[config.mk]
export PLATFORM = sky130hd
export DESIGN_NAME = add_cla24
export DESIGN_NICKNAME = d
export VERILOG_FILES = /design/src/rtl/add_cla24.sv
export SDC_FILE = /design/constraint.sdc
export NUM_CORES = 1
export LEC_CHECK = 0
export ABC_AREA = 1
export BUFFER_PORTS_ARGS = -buffer_cell sky130_fd_sc_hd__clkbuf_2
export CELL_PAD_IN_SITES_DETAIL_PLACEMENT = 0
export CELL_PAD_IN_SITES_GLOBAL_PLACEMENT = 1
export CORE_MARGIN = 2
export CORE_UTILIZATION = 25
export DETAILED_ROUTE_END_ITERATION = 8
export GPL_ROUTABILITY_DRIVEN = 0
export PLACE_DENSITY_LB_ADDON = 0.1
export SLEW_MARGIN = 40
export SYNTH_ARGS = -nofsm -noshare
export SYNTH_HDL_FRONTEND = slang
export SYNTH_SLANG_ARGS = --single-unit
export TNS_END_PERCENT = 100
[constraint.sdc]
create_clock -name iClk -period 0.9 [get_ports iClk]
set_input_delay 0.135 -clock iClk [delete_from_list [all_inputs] [get_ports iClk]]
set_output_delay 0.135 -clock iClk [all_outputs]
set_load 0.03 [all_outputs]
[src/rtl/add_cla24.sv]
// 24-bit two-level carry-lookahead adder with registered sum, group generate/propagate and carry-out.
// Six 4-bit lookahead blocks feed a second-level unit, so no carry ripples between blocks.
module add_cla24 (
    input  logic        iClk,
    input  logic        iRst,
    input  logic [23:0] iA,
    input  logic [23:0] iB,
    input  logic        iC,
    output logic [23:0] oS,
    output logic        oG,
    output logic        oP,
    output logic        oC
);

    logic [23:0] bit_g;
    logic [23:0] bit_p;
    logic [23:0] carry;
    logic [5:0]  blk_g;
    logic [5:0]  blk_p;
    logic [5:0]  blk_cin;
    logic [23:0] sum;
    logic        grp_g;
    logic        grp_p;
    logic        grp_c;

    assign bit_g = iA & iB;
    assign bit_p = iA ^ iB;

    for (genvar k = 0; k < 6; k++) begin : g_blk
        logic [3:0] g;
        logic [3:0] p;
        logic       cin;

        assign g   = bit_g[4*k +: 4];
        assign p   = bit_p[4*k +: 4];
        assign cin = blk_cin[k];

        assign carry[4*k]     = cin;
        assign carry[4*k + 1] = g[0] | (p[0] & cin);
        assign carry[4*k + 2] = g[1] | (p[1] & g[0]) | (p[1] & p[0] & cin);
        assign carry[4*k + 3] = g[2] | (p[2] & g[1]) | (p[2] & p[1] & g[0])
                              | (p[2] & p[1] & p[0] & cin);

        assign blk_g[k] = g[3] | (p[3] & g[2]) | (p[3] & p[2] & g[1])
                        | (p[3] & p[2] & p[1] & g[0]);
        assign blk_p[k] = &p;
    end

    // Second-level lookahead: every block carry-in is a flat sum of products.
    assign blk_cin[0] = iC;
    assign blk_cin[1] = blk_g[0] | (blk_p[0] & iC);
    assign blk_cin[2] = blk_g[1] | (blk_p[1] & blk_g[0]) | (&blk_p[1:0] & iC);
    assign blk_cin[3] = blk_g[2] | (blk_p[2] & blk_g[1]) | (&blk_p[2:1] & blk_g[0])
                      | (&blk_p[2:0] & iC);
    assign blk_cin[4] = blk_g[3] | (blk_p[3] & blk_g[2]) | (&blk_p[3:2] & blk_g[1])
                      | (&blk_p[3:1] & blk_g[0]) | (&blk_p[3:0] & iC);
    assign blk_cin[5] = blk_g[4] | (blk_p[4] & blk_g[3]) | (&blk_p[4:3] & blk_g[2])
                      | (&blk_p[4:2] & blk_g[1]) | (&blk_p[4:1] & blk_g[0])
                      | (&blk_p[4:0] & iC);

    assign grp_g = blk_g[5] | (blk_p[5] & blk_g[4]) | (&blk_p[5:4] & blk_g[3])
                 | (&blk_p[5:3] & blk_g[2]) | (&blk_p[5:2] & blk_g[1])
                 | (&blk_p[5:1] & blk_g[0]);
    assign grp_p = &blk_p;
    assign grp_c = grp_g | (grp_p & iC);

    assign sum = bit_p ^ carry;

    always_ff @(posedge iClk or posedge iRst) begin
        if (iRst) begin
            oS <= '0;
            oG <= 1'b0;
            oP <= 1'b0;
            oC <= 1'b0;
        end else begin
            oS <= sum;
            oG <= grp_g;
            oP <= grp_p;
            oC <= grp_c;
        end
    end

endmodule

==> Yosys cells after proc, flatten, opt, wreduce, memory -nomap -nowiden <==
Index checks and enable logic that the tools add are counted.
{ "word_totals": {"regBits": 27, "wordCells": 208} }
{ "op_classes": {"reduce_logical": 21, "bitwise_logic": 183} }
{ "ops": {"columns": ["operator", "n"], "rows": [
  ["$and 1x1->1", 105],
  ["$or 1x1->1", 75],
  ["$reduce_and 12->1", 4],
  ["$reduce_and 16->1", 3],
  ["$xor 24x24->24", 2],
  ["$reduce_and 20->1", 2],
  ["$reduce_and 8->1", 5],
  ["$and 24x24->24", 1],
  ["$reduce_and 24->1", 1],
  ["$reduce_and 4->1", 6]
]} }

==> Logic depth before layout (Yosys ltp) <==
Gate-level depths: netlist (run 1).
{ "depth": {"word_depth": 14, "depth_mapped": 13} }

==> Worst setup path before layout (run 1) <==
No wires, ideal clock.
{ "synth_timing": {"path_type": "input-to-reg", "from": "input port iA[6]", "to": "register oS[17]", "path_stages": 12, "required_ns": 0.777, "setup_ns": 0.123, "setup_slack_ns": -0.820, "n_path_buf": 0, "arrival_time_ns": 1.597, "cell_sequence": "ha_1 > nand2_2 > nor2_4 > inv_2 > nor2_4 > nand2_1 > nand3_2 > nand2_2 > nand2_2 > inv_1 > fa_1 > xnor2_1"} }
{ "synth_via": {"elab_chain_len": 12, "word_cells_on_any_way": 21} }
{ "synth_rtl": {"columns": ["item", "line", "text"], "rows": [
  ["start: declaration", "6", "input logic [23:0] iA,"],
  ["$and 24x24->24 or $xor 24x24->24 (tied branches)", "26, 27", null],
  ["$and 1x1->1, on equally long branches", "44, 45", null],
  ["$or 1x1->1, or another cell as far along", "44", "assign blk_g[k] = g[3] | (p[3] & g[2]) | (p[3] & p[2] & g[1])"],
  ["$or 1x1->1 or $and 1x1->1 (tied branches)", "44, 45", null],
  ["$or 1x1->1", "45", "| (p[3] & p[2] & p[1] & g[0]);"],
  ["$and 1x1->1", "55", "assign blk_cin[4] = blk_g[3] | (blk_p[3] & blk_g[2]) | (&blk_p[3:2] & blk_g[1])"],
  ["$or 1x1->1", "55", null],
  ["$or 1x1->1", "56", "| (&blk_p[3:1] & blk_g[0]) | (&blk_p[3:0] & iC);"],
  ["$or 1x1->1 (*)", "56", null],
  ["$and 1x1->1 (*)", "39", "assign carry[4*k + 1] = g[0] | (p[0] & cin);"],
  ["$or 1x1->1 (*)", "39", null],
  ["$xor 24x24->24 (*)", "67", "assign sum = bit_p ^ carry;"],
  ["via sum[17]", "21", "logic [23:0] sum;"],
  ["end signal: assignment", "76", "oS <= sum;"],
  ["end: declaration", "9", "output logic [23:0] oS,"]
]} }
Mark *: on every way through the listed nets, which the timed path passes. The rest lies on a longest branch.

==> Final worst setup path (run 1) <==
{ "layout_timing": {"from": "input port iA[5]", "to": "register oS[20]"} }
{ "layout_via": {"elab_chain_len": 9, "word_cells_on_any_way": 16} }
{ "layout_rtl": {"columns": ["item", "line", "text"], "rows": [
  ["$and 24x24->24 or $xor 24x24->24 (tied branches)", "26, 27", null],
  ["$and 1x1->1, on equally long branches", "44, 45", null],
  ["$or 1x1->1 or $and 1x1->1 (tied branches)", "44, 45", null],
  ["$or 1x1->1", "45", null],
  ["$and 1x1->1", "58", "| (&blk_p[4:2] & blk_g[1]) | (&blk_p[4:1] & blk_g[0])"],
  ["$or 1x1->1 (2 in series)", "58", null],
  ["$or 1x1->1 (*)", "59", "| (&blk_p[4:0] & iC);"],
  ["$xor 24x24->24 (*)", "67", null],
  ["via sum[20]", "21", null]
]} }
Marked as above.

==> results of run 1 <==
==> sequential cells by signal, summed over array words and instances, names as in the netlist <==
name and cells:
oC 1, oG 1, oP 1, oS 24
==> layout make-up <==
type	count	share of cell area, %
multi-input cells	168	42.8
clock buffers	4	1.17
repair buffers	142	31.3
well taps	102	3.31
flip-flops and latches	27	17.5
inverters	40	3.89
==> report_power, final <==
group	total (W)	switching (W)	internal, W
logic	0.00286	0.00137	0.00149
clock network	0.000748	0.000429	0.000318
registers	0.00160	0.000158	0.00145
==> logic make-up after synthesis <==
logic type               count (synthesis)
flip-flops                              27
adder cells (fa/ha/maj)                 30
AO/OA/AOI/OAI                           21
buffers and inverters                   40
XOR/XNOR                                12
AND/OR/NAND/NOR                        105
==> per-stage QoR <==
step | worst slack, ns | cells | power [W] | hold WS, ns | utilization [%]
floorplan | -0.732 | 235 | 0.00287 | 0.188 | -
global placement | -0.895 | 465 | 0.00368 | 0.169 | 41.2
detailed placement | -0.942 | 465 | 0.00369 | 0.170 | 41.2
CTS | -0.601 | 476 | 0.00499 | 0.176 | 47.2
global route | -0.734 | 483 | 0.00556 | 0.152 | 49.9
finish | -0.655 | 483 | 0.00521 | 0.150 | 49.9
==> timing repair <==
| action | in CTS | in global routing |
|---|---|---|
| pin swaps | 14 | 33 |
| resized for setup | 85 | 61 |
| setup endpoints to repair | 50 | 50 |
| endpoints found under the hold margin | 27 | 0 |
| setup buffers | 6 | 9 |
| hold buffers | 1 | 0 |
| gates cloned | 0 | 0 |
==> routing by layer <==
metal | up-vias | GRT usage (%) | share of wire [%]
li1 | 1030 | - | -
met1 | 878 | 15.5 | 44
met2 | 44 | 22.2 | 51
met3 | 2 | 1.53 | 4.0
met4 | 0 | 3.31 | 0.77
met5 | - | 0 | 0
==> cells in the mapped netlist <==
cell type,n,area share (%)
o21ai_2,1,0.44
a21o_1,2,0.75
nand2_2,8,2.5
nor2_2,1,0.31
nand3_1,12,3.0
nand2_1,63,12
nor3_2,2,1.0
xnor2_1,6,2.6
nor2_4,2,1.1
a21oi_1,9,2.3
a221oi_1,2,0.88
o21bai_1,3,1.1
nor2_1,10,1.9
nand2_4,1,0.57
a21oi_4,1,0.82
and3_1,2,0.63
ha_1,24,15
or2_2,1,0.31
a31oi_1,2,0.63
inv_1,36,6.8
nand3_2,3,1.5
xor2_1,6,2.6
dfrtp_1,27,34
inv_2,4,0.75
fa_1,6,6.0
a21oi_2,1,0.44
==> worst max-delay path by stage <==
| stage | endpoint | cells past startpoint |
|---|---|---|
| global placement | oS[20] | 13 |
| CTS | oS[20] | 13 |
| finish | oS[20] | 13 |
| global route | oS[20] | 13 |
| detailed placement | oS[21] | 13 |
| floorplan | oS[17] | 12 |
==> results by group, run 1 <==
Run status
  • Status: complete, but fails checks
  • Failing checks: negative setup slack

CTS
  • H-tree depth: 1
  • CTS tree: built
  • Clk slew on worst S/H paths: 0.11 ns
  • Cts bufs inserted: 3
  • Clk sinks: 27
  • Max clock buf depth: 2
  • CTS Root Cell: clkbuf_8

Routing
  • Detail Route Antenna Nets: 0
  • DR vias/cell: 4.05
  • Drt wl/cell: 10.8 um
  • Vias: 1954
  • Routed Wire Length: 5220 um
  • Initial DRC Count: 18
  • Router iterations before antenna repair: 4
  • DRC Markers: 0

Yosys
  • YS warnings: 0
  • Synth cell types: 26
  • Adder-Cell Fraction of Synth Area: 21.1%
  • Sequential fraction of the synthesis area: 33.9%
  • Mux cell area share after synthesis: 0%
  • Largest family of logic cells by synthesized area: simple AND/OR/NAND/NOR gates
  • Mapped Cells: 235
  • Synthesized area: 1990 um2
  • Synth Area in Compound Gates: 7.35%
  • Seq cells post-synth: 27
  • Syn Area/Cell: 8.47 um2
  • Post-Synth XOR/XNOR Area: 5.28%
  • Synth Area in Simple Gates: 24.8%
  • Syn Nets: 316

Global route
  • Pin count of the biggest net entering global routing: 28
  • Global Route Usage Sum: 12.3%
  • Initial antenna violation count: 0
  • First-pass GRT wire length: 8610 um
  • Vias in the first global route: 2063
  • GRT overflow: 0

Worst setup path
  • Delay-heaviest family, CP: adder cells
  • Slowest cell delay on critical path: 0.53 ns
  • Slowest CP cell: fa_2
  • Worst-path cell chain: buf_6 -> ha_4 -> nand2_4 -> nor2_4 -> inv_2 -> nor2_4 -> nand3_2 -> nand2_2 -> nor2_2 -> nand2_2 -> inv_2 -> fa_2 -> inv_2
  • Worst setup SP type: primary input
  • Crit path required time: 1.08 ns
  • Critical path peak fanout: 3
  • Worst setup path category: primary input to register
  • CP bufs+invs: 4
  • CP endpoint kind: register
  • Worst Path Arrival: 1.74 ns
  • Top cell by count, worst path: inv_2
  • Crit path from: iA[5]

Cells and area
  • Filler Cells Inserted: 731
  • ANT cells: 0
  • Most common cell after layout, fill and taps aside: buf_4
  • Multi-input gate area: 1650 um2
  • Total area of sequential cells: 676 um2
  • Layout cell share with drive strength beyond 1: 63.0%
  • Area delta synth->final: 93.7%
  • Final Net Count: 463
  • Post-route cell area: 3850 um2
  • Commonest cells after routing, fill and taps aside: 58 x buf_4, 44 x clkbuf_2, 40 x nand2_1

STA
  • Final hold vios: 0
  • Setup violations, final: 50
  • Worst rel slew slack: 81.1%
  • Slew Limit Fails: 0
  • Final worst slack: -0.655 ns
  • RSZ-0062 raised after global routing: true
  • Final worst path period share: 173%
  • Worst Tran Pin Value: 0.283 ns
  • Fmax: 0.643 GHz
  • Setup TNS: -12.17 ns
  • Fin crit period: 1.56 ns

Place
  • # port buffers: 77
  • DP Area: 3190 um2
  • Post-DP HPWL: 4140 um

Hold path
  • Hold Startpoint: iA[4]
  • Min-Delay Path Class: primary input to register
  • Hold endpoint: oS[4]
  • Cells on Worst Hold Path: 2

Die
  • Core area: 7730 um2
  • I/O pins: 78
  • Die width: 93.2 um
  • Site Rows: 32
  • Chip height: 93.2 um
  • Initial Utilization: 25.8%
  • Die ar.: 8690 um2

Power and ir drop
  • PD cells: 1350 nW/um2
  • VDD IR-drop max: 0.000654 V
  • Static leakage: 1.97 nW

Run
  • Maxcap violations: 0
Power figures use the tool's default switching activity.
==> run 2, diff against run 1 <==
- ABC_AREA: 1 -> default
- ABC_CLOCK_PERIOD_IN_PS: default -> 900
==> run 2 against run 1 <==
Compared with the run above:
- the run still ends with negative setup slack left
- critical path depth decreased by 3
- synthesized area decreased by 5.2%
- first-iteration DRC count increased by 28%
- clock power decreased by 2%
- critical path type unchanged
- critical endpoint is now oS[16]
- largest cell class unchanged
- largest power group unchanged
==> results by group, run 2 <==
STA
  • Slew Limit Fails: 0 (unchanged)
  • Worst Tran Pin Value: 0.392 ns (+0.109 ns)
  • Final hold vios: 0 (unchanged)
  • Final worst slack: -0.973 ns (-0.318 ns)
  • Setup violations, final: 50 (unchanged)
  • Final worst path period share: 208% (+35 points)
  • Setup TNS: -17.33 ns (-5.15 ns)
  • RSZ-0062 raised after global routing: true
  • Fin crit period: 1.87 ns (+0.318 ns)
  • Worst rel slew slack: 73.6% (-7.5 points)
  • Fmax: 0.534 GHz (-17%)

Global route
  • GRT overflow: 0 (unchanged)
  • First-pass GRT wire length: 9070 um (+5.4%)
  • Pin count of the biggest net entering global routing: 28 (unchanged)
  • Global Route Usage Sum: 13.5% (+1.2 points)
  • Initial antenna violation count: 0 (unchanged)
  • Vias in the first global route: 2089 (+1.3%)

Yosys
  • Synth cell types: 38 (+46%)
  • Synth area leader: dfrtp_1
  • Async S/R FF share, synth: 100% (unchanged)
  • Most common cell in the netlist: dfrtp_1
  • Sequential fraction of the synthesis area: 35.8% (+1.8 points)
  • Syn Area/Cell: 10.1 um2 (+19%)
  • Synthesized area: 1890 um2 (-5.2%)
  • EDFF count, synth: 0 (unchanged)
  • Top-area cell type share of the netlist area: 35.8% (+1.8 points)
  • Synth top area cells: dfrtp_1 36%, ha_1 16%, fa_1 6.4%
  • Synth Flop Type: dfrtp_1
  • Synth top cells by count: 27 x dfrtp_1, 24 x ha_1, 17 x inv_1
  • Syn Nets: 268 (-15%)
  • Seq cells post-synth: 27 (unchanged)
  • Mapped Cells: 187 (-20%)
  • YS warnings: 0 (unchanged)

Worst setup path
  • Slowest CP cell: fa_2
  • Delay-heaviest family, CP: compound AO/OA/AOI/OAI gates
  • Worst-path cell chain: buf_6 -> ha_4 -> a21o_1 -> a21o_1 -> a221o_1 -> buf_6 -> buf_12 -> a21oi_4 -> fa_2 -> inv_2
  • Worst setup SP type: primary input
  • Worst Path Arrival: 2.10 ns (+0.36 ns)
  • CP endpoint kind: register
  • Capture point of the worst path: oS[16]
  • Critical path peak fanout: 4 (+1)
  • Critical path depth in cells: 10 (-3)
  • Crit path required time: 1.13 ns (+0.05 ns)
  • Crit path from: iA[13]
  • Worst setup path category: primary input to register
  • CP bufs+invs: 4 (unchanged)
  • Slowest cell delay on critical path: 0.46 ns (-0.07 ns)

Cells and area
  • Biggest register: oS
  • Layout Utilization: 53.1% (+3.2 points)
  • Post-Layout Cell Count: 440 (-8.9%)
  • Post-route cell area: 3870 um2 (+0.39%)
  • Layout cell share with drive strength beyond 1: 63.6% (+0.64 points)
  • Commonest cells after routing, fill and taps aside: 59 x buf_4, 41 x clkbuf_2, 28 x buf_8
  • Max reg flops: 24 (unchanged)
  • Most common cell after layout, fill and taps aside: buf_4
  • Area delta synth->final: 105%
  • Final Net Count: 423 (-8.6%)
  • ANT cells: 0 (unchanged)

Routing
  • Vias: 1962 (+0.41%)
  • Routed Wire Length: 5680 um (+8.9%)
  • Initial DRC Count: 23 (+5)
  • Router iterations before antenna repair: 4 (unchanged)
  • DR vias/cell: 4.46 (+10%)
  • Detail Route Antenna Nets: 0 (unchanged)
  • DRC Markers: 0 (unchanged)
  • Drt wl/cell: 12.9 um (+20%)

CTS
  • CTS tree: built
  • Clk slew on worst S/H paths: 0.10 ns (about the same)
  • Max clock buf depth: 2 (unchanged)
  • CTS Root Cell: clkbuf_8
  • Clk sinks: 27 (unchanged)
  • Cts bufs inserted: 3 (unchanged)
  • H-tree depth: 1 (unchanged)

Place
  • # port buffers: 77 (unchanged)
  • DP Area: 3060 um2 (-4.0%)
  • Post-DP HPWL: 4170 um (+0.77%)
  • Place WS: -1.34 ns (-0.401 ns)
  • Placed Cells: 422 (-9.2%)

Power and ir drop
  • PD cells: 1390 nW/um2 (+3.0%)
  • VDD IR-drop max: 0.000552 V (-16%)
  • Static leakage: 1.81 nW (-8.0%)

Die
  • I/O pins: 78 (unchanged)
  • Die width: 90.9 um (-2.5%)
  • Initial Utilization: 25.9% (+0.13 points)
  • Site Rows: 31 (-3.1%)
  • Chip height: 90.9 um (-2.5%)
  • Die ar.: 8260 um2 (-4.9%)
  • Core area: 7290 um2 (-5.6%)

Hold path
  • Min-Delay Path Class: primary input to register

Run status
  • Failing checks: negative setup slack
  • Status: complete, but fails checks

Run
  • Maxcap violations: 0 (unchanged)
## run 2: cell count changes after synthesis, moves of 4 or more
cell	delta
nand4_1	+5
inv_1	-19
o21ai_0	+8
inv_2	-4
a21o_1	+6
nand3_1	-9
nor3_1	+4
nand2_1	-52
nand2_2	-8
## run 2: through the flow
| stage | hold slack (ns) | total power (W) |
|---|---|---|
| CTS | 0.194 | 0.00507 |
| detailed placement | 0.168 | 0.00371 |
| global route | 0.206 | 0.00573 |
| finish | 0.208 | 0.00538 |
| floorplan | 0.188 | 0.00282 |
| global placement | 0.166 | 0.00371 |
## run 2: where the power goes
part | internal (W) | switching [W]
Sequential | 0.00145 | 0.000166
Combinational | 0.00164 | 0.00139
Clock | 0.000311 | 0.000423
Total | 0.00341 | 0.00198
## run 2: timing repair
| item | CTS | global route |
|---|---|---|
| resized for setup | 98 | 68 |
| hold buffers | 1 | 0 |
| pin swaps | 32 | 33 |
| endpoints found under the hold margin | 27 | 0 |
| buffers inserted | 8 | 7 |
| setup endpoints to repair | 51 | 51 |
## run 2: worst min path at each step
stage,slack [ns],startpoint,cells after the start,endpoint
6_report,0.21,iB[8],2,oS[8]
5_1_grt,0.21,iB[8],2,oS[8]
3_5_place_dp,0.17,iRst,3,oS[21]
2_1_floorplan,0.19,iRst,1,oC
4_1_cts,0.19,iB[8],2,oS[8]
3_3_place_gp,0.17,iRst,3,oS[21]
## run 2: logic make-up (layout without fill, tap and decap cells)
logic type | after synthesis | in the layout | synth area share [%]
AND/OR/NAND/NOR | 50 | 50 | 14.1
AO/OA/AOI/OAI | 46 | 46 | 16.3
adder cells (fa/ha/maj) | 30 | 30 | 22.3
flip-flops | 27 | 27 | 35.8
buffers and inverters | 18 | 172 | 3.98
XOR/XNOR | 14 | 14 | 6.49
multiplexers | 2 | 2 | 1.06
## run 2: layout make-up
cell class                 count  area, um2
clock buffer                   3       41.3
clock inverter                 1       5.00
fill                         701       3420
inverter                      17       63.8
multi-input combinational    142       1620
sequential                    27        676
tap                           99        124
timing repair buffer         151       1340
## run 2: per-layer routing
layer | up-vias | track usage [%] | routed length (um)
met3 | 4 | 1.59 | 204
met2 | 44 | 25.2 | 3080
met1 | 935 | 15.9 | 2330
met4 | 0 | 4.42 | 70
met5 | - | 0 | 0
li1 | 979 | - | -
